<file path="src/rtl/fifo_wptr_full.sv">
`default_nettype none
// ============================================================================
// Module      : fifo_wptr_full
// Description : Async-FIFO write-domain pointer, full/almost-full and level.
//               Optional sticky overflow flag when FIFO_WOVF_FLAG_EN is defined.
// Revision    : 1.0 - initial release
// ============================================================================
module fifo_wptr_full #(
  parameter int ADDR_WIDTH  = 4,
  parameter int AFULL_LEVEL = 12
) (
  input  logic                  clk,
  input  logic                  rst,
  input  logic                  winc,
  input  logic [ADDR_WIDTH:0]   wq2_rptr,
  output logic                  wen,
  output logic [ADDR_WIDTH-1:0] waddr,
  output logic [ADDR_WIDTH:0]   wptr,
  output logic                  wfull,
  output logic                  wafull,
`ifdef FIFO_WOVF_FLAG_EN
  output logic                  wovf,
`endif
  output logic [ADDR_WIDTH:0]   wlevel
);

  localparam logic [ADDR_WIDTH:0] c_AFULL_LEVEL = (ADDR_WIDTH+1)'(AFULL_LEVEL);

  logic [ADDR_WIDTH:0] wbin_q, wbin_d;
  logic [ADDR_WIDTH:0] wptr_q, wptr_d;
  logic [ADDR_WIDTH:0] wlevel_q, wlevel_d;
  logic [ADDR_WIDTH:0] rbin;
  logic                wfull_q, wfull_d;
  logic                wafull_q, wafull_d;

  assign wen    = winc & ~wfull_q;
  assign wbin_d = wbin_q + {{ADDR_WIDTH{1'b0}}, wen};
  assign wptr_d = (wbin_d >> 1) ^ wbin_d;

  // Each binary bit is the XOR of all Gray bits at or above it.
  always_comb begin
    rbin = '0;
    for (int i = 0; i <= ADDR_WIDTH; i++) begin
      rbin[i] = ^(wq2_rptr >> i);
    end
  end

  assign wlevel_d = wbin_d - rbin;
  assign wafull_d = (wlevel_d >= c_AFULL_LEVEL);
  // Full when the next write pointer is one lap ahead of the read pointer.
  assign wfull_d  = (wptr_d == {~wq2_rptr[ADDR_WIDTH:ADDR_WIDTH-1],
                                wq2_rptr[ADDR_WIDTH-2:0]});

  always_ff @(posedge clk or posedge rst) begin
    if (rst) begin
      wbin_q   <= '0;
      wptr_q   <= '0;
      wlevel_q <= '0;
      wfull_q  <= 1'b0;
      wafull_q <= 1'b0;
    end else begin
      wbin_q   <= wbin_d;
      wptr_q   <= wptr_d;
      wlevel_q <= wlevel_d;
      wfull_q  <= wfull_d;
      wafull_q <= wafull_d;
    end
  end

  assign waddr  = wbin_q[ADDR_WIDTH-1:0];
  assign wptr   = wptr_q;
  assign wfull  = wfull_q;
  assign wafull = wafull_q;
  assign wlevel = wlevel_q;

`ifdef FIFO_WOVF_FLAG_EN
  logic wovf_q, wovf_d;

  assign wovf_d = wovf_q | (winc & wfull_q);

  always_ff @(posedge clk or posedge rst) begin
    if (rst) begin
      wovf_q <= 1'b0;
    end else begin
      wovf_q <= wovf_d;
    end
  end

  assign wovf = wovf_q;
`endif

endmodule
`default_nettype wire

</file>
<file path="config.mk">
export PLATFORM = sky130hd
export DESIGN_NAME = fifo_wptr_full
export DESIGN_NICKNAME = d
export VERILOG_FILES = /design/src/rtl/fifo_wptr_full.sv
export SDC_FILE = /design/constraint.sdc
export NUM_CORES = 1
export LEC_CHECK = 0
export BUFFER_PORTS_ARGS = -buffer_cell sky130_fd_sc_hd__buf_2
export CAP_MARGIN = 20
export CORE_MARGIN = 10
export CORE_UTILIZATION = 30
export CTS_CLUSTER_SIZE = 40
export DETAILED_ROUTE_END_ITERATION = 16
export PLACE_DENSITY_LB_ADDON = 0.15
export RECOVER_POWER = 50
export SYNTH_ARGS = -nofsm -noshare
export SYNTH_HDL_FRONTEND = slang
export SYNTH_SLANG_ARGS = --single-unit
</file>
<file path="constraint.sdc">
create_clock -name clk -period 2.2 [get_ports clk]
set_input_delay 0.44 -clock clk [delete_from_list [all_inputs] [get_ports clk]]
set_output_delay 0.44 -clock clk [all_outputs]
set_load 0.1 [all_outputs]
</file>
==> summary.md <==
| Metric | Value |
|---|---|
| Outcome | complete, but fails checks |
| Violated checks | negative setup slack |
| Synth Register Bits | 16 |
| TritonCTS clock tree | done |
| Vias in the first global route | 766 |
| Total CTS buffers | 3 |
| Die X | 74.3 um |
| Die ar. | 5520 um^2 |
| Final min period | 2220 ps |
| Worst Path Arrival | 2440 ps |
| Hpwl dp | 1750 um |
| RSZ-0062 raised after global routing | yes |
| Post-route setup slack | -17.7 ps |
| Non-Filler Instances | 159 |
| Layout Nets | 143 |
| Crit-path max FO | 4 |
| DRT antenna net count | 0 |
| Initial Util | 31.8% |
| GP Congestion | 0.753 |
| DP Area | 1290 um^2 |
| Total Routing Usage GR | 8.01% |
| Placed insts | 152 |
| Slew HR | 61.0% |
| Worst-path clk slew | 90 ps |
| Avg Inst Size Synth | 11.9 um^2 |
| Worst Path Required | 2420 ps |
| Synthesized Nets | 88 |
| Synth-to-layout area growth | 67.3% |
| TritonCTS Sinks | 16 |
| Max-cap violations | 0 |
| Total I/O pin count | 25 |
| Grt met1 use | 8.94% |
| Antenna Cells | 0 |
| Yosys warning total | 0 |
| Final instance area | 1480 um^2 |
| Final worst-path cycle share | 101% |
| Initial antenna violation count | 0 |
| Via count | 720 |
| Share of layout cells above drive strength 1 | 64.8% |
| Worst Clk Skew | 2.49 ps |
| Longest Clk Path Bufs | 2 |
| Final Hold Fails | 0 |
| Largest net degree at the start of global routing | 17 |
| DRC | 0 |
| Post-synthesis cell area | 883 um^2 |
| Clock Latency Late Sink | 280 ps |
| Met3 layer usage reported by global route | 1.20% |
| Core area | 2780 um^2 |
| Hold Buf Count CTS | 0 |
| Yosys cell types | 25 |
| Nature of the critical path endpoint | flop |
| Slew @ Worst Pin | 584 ps |
| Number of H-tree levels | 1 |
| Critical path class | flop to flop |
| DRT Wirelength | 2160 um |
| Maximum clock rate | 451 MHz |
| IO Port Bufs | 24 |
| Gate Count Post-Synth | 74 |
| Reg2reg setup slack | -20 ps |
| Chip height | 74.3 um |
| GR Layer Usage met2 | 14.3% |
| Final TNS setup | -17.7 ps |
| CTS Root Cell | clkbuf_4 |
| Grt peak-use layer | met2 |
| First drt pass iteration count | 4 |
| Max Slew Vio Count | 0 |
| Detailed Route Iter0 Violations | 25 |
| Nature of the critical path startpoint | flop |
| Hold crit path type | input port to asynchronous set/reset pin |
| First-pass GRT wire length | 3550 um |
| Seq/Total Area, Yosys | 45.3% |
| Drt via density | 4.53 |
| Avg WL per Cell | 13.6 um |
| Congestion Overflow GR | 0 |
| Num rows | 19 |
| Final setup fails | 1 |
==> routing by layer <==
metal | vias up | wire [um] | share of wire, %
met5 | - | 0 | 0
met4 | 0 | 56 | 2.6
met3 | 4 | 122 | 5.7
met2 | 15 | 1110 | 52
met1 | 345 | 865 | 40
li1 | 356 | - | -
==> worst max-delay path, cell delays in order, from the launching register on <==
cell and delay, ps:
dfrtp_4 500, nor2b_4 140, ha_4 160, ha_4 150, xnor2_4 140, inv_2 90, ha_4 300, or4b_4 460
o311ai_2 80, a21o_1 150
==> layout make-up <==
| type | instances | area (um^2) |
|---|---|---|
| Fill cell | 243 | 1300 |
| Multi-Input combinational cell | 49 | 646 |
| Sequential cell | 16 | 404 |
| Timing Repair Buffer | 51 | 323 |
| Tap cell | 31 | 38.8 |
| Clock buffer | 4 | 36.3 |
| Inverter | 8 | 30.0 |
==> cells in the final DEF, fill, tap and decap left out <==
master     instances
buf_4             27
buf_2             24
dfrtp_1           15
xnor2_1           11
ha_4               5
inv_2              4
inv_1              4
xor2_2             3
xnor2_4            3
xor2_1             3
clkbuf_4           3
xnor2_2            2
nand3_1            2
a21oi_1            2
nand3_2            1
maj3_2             1
nor2b_4            1
xor2_4             1
a211oi_2           1
o21ai_2            1
o21bai_1           1
a21oi_2            1
or3_1              1
a2111oi_4          1
nor4bb_1           1
nor2_1             1
o211ai_1           1
o311ai_1           1
or4b_4             1
o311ai_2           1
a21o_1             1
ha_1               1
clkbuf_8           1
dfrtp_4            1
==> synth_stat cells <==
library cell,n,area share [%]
xnor2_2,2,3.7
nand3_1,3,1.7
a2111oi_0,1,0.99
o311ai_0,1,0.99
xnor2_1,13,13
a211oi_1,1,0.85
nor2b_1,1,0.71
o21bai_1,1,0.85
xor2_1,7,6.9
inv_1,7,3.0
dfrtp_1,16,45
ha_1,6,8.5
xnor2_4,1,3.1
inv_2,1,0.42
or3_1,1,0.71
or4b_1,1,1.1
a21o_1,1,0.85
a21oi_1,3,1.7
clkbuf_1,1,0.42
o21ai_0,1,0.57
nor2_1,1,0.42
o311ai_1,1,0.99
maj3_2,1,1.3
o211ai_1,1,0.85
nor4bb_1,1,1.1
==> kinds of logic (layout without fill, tap and decap cells) <==
logic type                 count (synthesis)  after routing  share of synthesized area [%]
DFF                                       16             16                           45.3
AOI/OAI and AO/OA                         11             11                           8.64
and+or+nand+nor                            8              8                           5.81
xor gates and xnor gates                  23             23                           26.6
adders and majority gates                  7              7                           9.77
buffers and inverters                      9             63                           3.82
==> per-stage QoR <==
stage	util (%)	setup WS [ps]	hold WS, ps
floorplan	-	-654	354
global placement	46.5	-330	528
detailed placement	46.5	-417	529
CTS	49.2	-44.9	220
global route	53.1	-121	269
finish	53.1	-17.7	207
==> path summary, 6_finish.rpt <==
kind / start / to / depth (start not counted)
min in group clk: wq2_rptr[0] / wfull / 4
max: wfull / wafull / 9
min reg2reg: wbin_q[4] / wptr[3] / 2
max reg2reg: wfull / wafull / 9
min: rst / wbin_q[0] / 2
max in group asynchronous: rst / wfull / 2
==> what timing repair did <==
| item | 4_1_cts | 5_1_grt |
|---|---|---|
| gates resized for setup | 5 | 14 |
| endpoints found under the setup margin | 3 | 4 |
| pin swaps | 4 | 7 |
| setup buffers | 1 | 2 |
| endpoints found under the hold margin | 0 | 0 |
==> sequential cells by signal, indices dropped and copies added, names as in the netlist <==
name and flops:
wlevel 5, wafull 1, wfull 1, wbin_q 5, wptr 4
Power is left out: the tool's default activity adds up to more than one toggle a clock period on the data nets, which glitch-free logic cannot reach.
